`src/rtl/vigenere_pkg.sv`:
```
// Shared Vigenere definitions: ASCII bounds, alphabet size, FSM states, key-to-shift mapping.
// No latency; constants and pure functions only.
// No backpressure; used by both the encoder and the decoder.
package vigenere_pkg;

    localparam logic [7:0] ASCII_LA  = 8'h61;  // 'a'
    localparam logic [7:0] ASCII_LZ  = 8'h7a;  // 'z'
    localparam logic [7:0] ASCII_UA  = 8'h41;  // 'A'
    localparam logic [7:0] ASCII_UZ  = 8'h5a;  // 'Z'
    localparam int         ALPHA_LEN = 26;

    typedef enum logic {
        NOKEY = 1'b0,
        RUN   = 1'b1
    } state_t;

    function automatic logic is_lower(input logic [7:0] c);
        return (c >= ASCII_LA) && (c <= ASCII_LZ);
    endfunction

    function automatic logic is_upper(input logic [7:0] c);
        return (c >= ASCII_UA) && (c <= ASCII_UZ);
    endfunction

    function automatic logic is_alpha(input logic [7:0] c);
        return is_lower(c) || is_upper(c);
    endfunction

    // Letters of either case map to 0..25; anything else is a zero shift.
    function automatic logic [4:0] key_to_shift(input logic [7:0] k);
        logic [4:0] s;
        s = 5'd0;
        if (is_lower(k)) begin
            s = 5'(k - ASCII_LA);
        end else if (is_upper(k)) begin
            s = 5'(k - ASCII_UA);
        end
        return s;
    endfunction

endpackage

```
`src/rtl/vigenere_unshift.sv`:
```
// Rotates a letter backwards by shift within its own case; non-letters pass through.
// Purely combinational, zero latency.
// No backpressure; the caller decides when the result is used.
module vigenere_unshift
    import vigenere_pkg::*;
(
    input  logic [7:0] src,
    input  logic [4:0] shift,
    output logic [7:0] dst
);

    localparam logic [6:0] A26 = 7'(ALPHA_LEN);

    logic       lower;
    logic       upper;
    logic [7:0] base;
    logic [4:0] off;
    logic [6:0] sum;

    // Offset within the alphabet, add 26 before subtracting so the result never goes negative, then fold once.
    always_comb begin
        lower = is_lower(src);
        upper = is_upper(src);
        base  = lower ? ASCII_LA : ASCII_UA;
        off   = 5'(src - base);
        sum   = {2'b00, off} + A26 - {2'b00, shift};
        if (sum >= A26) begin
            sum = sum - A26;
        end
        dst = src;
        if (lower || upper) begin
            dst = base + {3'b000, sum[4:0]};
        end
    end

endmodule

```
`src/rtl/vigenere_deciph.sv`:
```
// Vigenere decipher: key table load, NOKEY/RUN control, per-letter key index, registered plaintext.
// Latency 1 cycle from accepted ct to pt/pt_valid.
// ct_ready is low until the key is committed, then stays high; the block never stalls in RUN.
module vigenere_deciph
    import vigenere_pkg::*;
#(
    parameter int KEY_LEN = 4
) (
    input  logic                       clk,
    input  logic                       rst,
    input  logic [7:0]                 ct,
    input  logic                       ct_valid,
    output logic                       ct_ready,
    input  logic                       key_we,
    input  logic [$clog2(KEY_LEN)-1:0] key_addr,
    input  logic [7:0]                 key_data,
    input  logic                       key_commit,
    output logic [7:0]                 pt,
    output logic                       pt_valid
);

    localparam int IW = $clog2(KEY_LEN);
    localparam logic [IW-1:0] LAST_IDX = IW'(KEY_LEN - 1);

    state_t        state;
    logic [IW-1:0] idx;
    logic [4:0]    shifts [KEY_LEN];
    logic [4:0]    cur_shift;
    logic [7:0]    dec;
    logic          accept;

    assign ct_ready  = (state == RUN);
    assign accept    = ct_valid && ct_ready;
    assign cur_shift = shifts[idx];

    vigenere_unshift u_unshift (
        .src   (ct),
        .shift (cur_shift),
        .dst   (dec)
    );

    // Control, key table, key index and output register; decode reads the table before any same-edge write.
    always_ff @(posedge clk) begin
        if (rst) begin
            state    <= NOKEY;
            idx      <= '0;
            pt       <= 8'h00;
            pt_valid <= 1'b0;
            for (int i = 0; i < KEY_LEN; i++) begin
                shifts[i] <= 5'd0;
            end
        end else begin
            pt_valid <= accept;
            if (accept) begin
                pt <= dec;
            end

            if (key_we && (int'(key_addr) < KEY_LEN)) begin
                shifts[key_addr] <= key_to_shift(key_data);
            end

            if (key_commit && (state == NOKEY)) begin
                state <= RUN;
            end

            // Any key activity restarts the key from slot 0, overriding a same-edge letter advance.
            if (key_we || key_commit) begin
                idx <= '0;
            end else if (accept && is_alpha(ct)) begin
                idx <= (idx == LAST_IDX) ? '0 : idx + 1'b1;
            end
        end
    end

endmodule
```
`config.mk`:
```
export PLATFORM = sky130hd
export DESIGN_NAME = vigenere_deciph
export DESIGN_NICKNAME = d
export VERILOG_FILES = /design/src/rtl/vigenere_pkg.sv /design/src/rtl/vigenere_unshift.sv /design/src/rtl/vigenere_deciph.sv
export SDC_FILE = /design/constraint.sdc
export NUM_CORES = 1
export LEC_CHECK = 0
export BUFFER_PORTS_ARGS = -buffer_cell sky130_fd_sc_hd__buf_4
export CORE_ASPECT_RATIO = 0.8
export CORE_MARGIN = 2
export CORE_UTILIZATION = 52
export CTS_CLUSTER_DIAMETER = 200
export CTS_CLUSTER_SIZE = 40
export DETAILED_ROUTE_END_ITERATION = 6
export GPL_TIMING_DRIVEN = 1
export PLACE_DENSITY = 0.82
export SYNTH_ARGS = -nofsm -noshare
export SYNTH_HDL_FRONTEND = slang
export SYNTH_HIERARCHICAL = 1
export SYNTH_SLANG_ARGS = --single-unit
```
`constraint.sdc`:
```
create_clock -name clk -period 11.74 [get_ports clk]
set_input_delay 0.587 -clock clk [delete_from_list [all_inputs] [get_ports clk]]
set_output_delay 0.587 -clock clk [all_outputs]
set_load 0.01 [all_outputs]
```
==> metrics.txt <==
Port Buffer Count 32; remaining antenna violation count 0; net switching fraction of the power 0.327; worst-margin pin slew 0.770 ns; count of yosys warnings during synthesis 6; cell area reported after detailed placement 2770 µm²; Power per Cell Area 140 nW/µm²; internal power 0.274 mW; Final Max Slew Viols 0; DP Worst Slack 7.68 ns; worst clock skew on the final layout 0.0128 ns; setup slack of the critical path after layout 7.65 ns; top library cells by usage in the layout, fill and taps aside nand2_1, buf_4, edfxtp_1; share of the core filled with cells in the final layout 0.632; initial antenna violation count 0; sum of routed wire length over all layers 5100 µm; CP Data Arrival Time 4.31 ns; distinct cell type count after synthesis 65; post-layout minimum cycle time 4.09 ns; Post-route DRC 0; Initial Util 0.542; average via count per standard cell 5.75; area share of and/or/nand/nor cells after synthesis 0.243; DP HPWL 4050 µm; post-synthesis compound-gate area fraction 0.163; DRT Pass-1 Iters 6; Final setup violation count 0; share of the yosys chip area belonging to registers 0.354; TritonCTS Buffers 5; xor/xnor share of the synthesized area 0.0422; worst rel slew slack 0.484; post-CTS sizing 0; area occupied by registers 881 µm²; Synth Area per Inst 9.58 µm²; via total after detailed routing 2,031; Detailed Route Iter0 Violations 192; Nets 334; global-route wire length before repair 8630 µm; most common cell after layout, fill and taps aside nand2_1; synthesized flop and latch total 34; combinational cell fraction of total power 0.373; Std-Cell Rows 22; Psw 0.133 mW; CTS root buf clkbuf_8; maximum frequency from static timing analysis 245 MHz; routed wirelength normalized by instance count 14.5 µm; Multi-input gate area 1500 µm²; die span in x 81.4 µm; share of post-route cells with drive strength above 1 0.218; clock group share of total power 0.296; worst voltage drop across the vdd grid 0.0722 mV; Post-Synthesis Cell Area 2490 µm²; Total Routing Usage GR 0.211; post-synthesis net count 302; setup repair after global routing missed its margin false; Post-CTS Repair Setup Buffers 0; sink count of the clock tree 34; sum of negative setup slack 0 ns; vias in the first global route 1,885; Hold Violations, Final 0; EDFF count, synth 20; die height 65.9 µm; pin count of the biggest net entering global routing 18; largest family of logic cells by synthesized area simple AND/OR/NAND/NOR gates; Static Leak 1.13 nW; Most used DFF post-synth edfxtp_1; Synth Area in Adders 0.0985; capturing element type of the critical path register; number of filler cells placed in the layout 353; total gr overflow 0; fin area 2900 µm²; CP required 11.96 ns; path type of the worst setup path register to register; Max Fanout on Critical Path 7; P&R area growth vs syn 16.6%; Reg power frac 0.331; Synth Instances 260; later-pin clock latency in the skew report 0.29 ns; clock input transition at the sequential cells of the worst setup and hold paths 0.08 ns; proportion of synthesized area in mux cells 0.0578; run status finished clean; share of synthesized flip-flops with an asynchronous set or reset 0; Final GP Congestion 0.896; sort of element at the start of the critical path register; H-tree Lvls 2; area enclosed by the die boundary 5360 µm²; Core Box Area 4600 µm²; buffer levels on the longest clock path 2; fin crit share 0.348; Tightest Hold Check Type register to register; max_cap viols 0; number of buffers inserted for hold repair after clock tree synthesis 0; boundary pin count 33; clock tree from TritonCTS yes; number of antenna diodes 0
==> cells in the mapped netlist (all sizes together) (2+ instances only) <==
master | count | area, µm²
a21oi | 16 | 98.9
and2 | 2 | 12.5
a21boi | 2 | 15.0
or4 | 3 | 30.0
a2111oi | 2 | 42.5
clkbuf | 6 | 22.5
dfxtp | 14 | 280
mux2i | 2 | 20.0
xnor2 | 8 | 70.1
o21a | 2 | 22.5
nand3 | 2 | 10.0
o21ai | 10 | 53.8
nor2 | 17 | 63.8
nor3 | 8 | 40.0
a31oi | 2 | 27.5
o22ai | 2 | 18.8
nor4 | 13 | 81.3
xor2 | 4 | 35.0
nand2b | 6 | 45.0
a211oi | 2 | 15.0
o211ai | 4 | 30.0
nand3b | 2 | 27.5
and3 | 2 | 17.5
or3b | 2 | 17.5
or3 | 5 | 31.3
or2 | 4 | 25.0
ha | 18 | 225
a31o | 2 | 17.5
nand2 | 36 | 135
mux4 | 5 | 113
inv | 19 | 71.3
edfxtp | 20 | 601
==> power by group through the flow <==
stage	clock network, mW	logic, mW	registers (mW)
final	0.120	0.152	0.135
after global routing	0.127	0.167	0.135
after CTS	0.122	0.149	0.135
after detailed placement	0	0.148	0.137
after global placement	0	0.145	0.137
after floorplan	0	0.113	0.137
==> per-layer routing <==
metal,vias up,track usage,routed length [µm]
met2,68,0.325,2340
met4,0,0.0636,59
met5,-,0,0
met3,6,0.0464,301
li1,1022,-,-
met1,935,0.295,2400
==> logic make-up (layout without fill, tap and decap cells) <==
| logic type | count (synthesis) | count (layout) |
|---|---|---|
| flip-flops | 34 | 34 |
| buffers and inverters | 26 | 59 |
| adder cells (fa/ha/maj) | 19 | 19 |
| AND/OR/NAND/NOR | 110 | 110 |
| multiplexers | 8 | 8 |
| XOR/XNOR | 12 | 12 |
| AO/OA/AOI/OAI | 51 | 51 |
==> flip-flops by register name (all words and copies together), names as in the netlist, named ones only <==
signal and flops:
shifts 20, idx 2, pt 8, pt_valid 1, ct_ready 1
==> final timing paths <==
check | start | end | cells past startpoint | slack, ns
min | pt[0] | pt[0] | 2 | 0.46
max reg2reg | register | pt[4] | 16 | 7.65
max | register | pt[4] | 16 | 7.65
min reg2reg | pt[0] | pt[0] | 2 | 0.46
==> critical path, cell delays in order, from the launching register on <==
cell and delay [ns]:
dfxtp_1 0.50, mux4_2 0.55, ha_1 0.31, inv_1 0.06, ha_1 0.16, inv_1 0.07
fa_1 0.54, ha_1 0.36, a2111oi_4 0.42, nor2_1 0.10, xnor2_1 0.15, ha_1 0.23
nand4_1 0.11, xor2_1 0.19, o21ai_1 0.12, nand2_1 0.06, a21oi_1 0.12
==> stage by stage <==
stage | std cells | hold WS, ns | power [mW]
CTS | 353 | 0.461 | 0.406
global placement | 345 | 0.444 | 0.282
floorplan | 260 | 0.460 | 0.250
global route | 353 | 0.486 | 0.430
detailed placement | 345 | 0.450 | 0.285
finish | 353 | 0.459 | 0.406
==> area by class of cell <==
class	count	area share
Multi-Input combinational cell	200	0.518
Sequential cell	34	0.303
Inverter	19	0.0246
Tap cell	60	0.0259
Clock buffer	6	0.0323
Clock inverter	2	0.0134
Timing Repair Buffer	32	0.0827
Note: power is estimated with default switching activity, not from simulation.
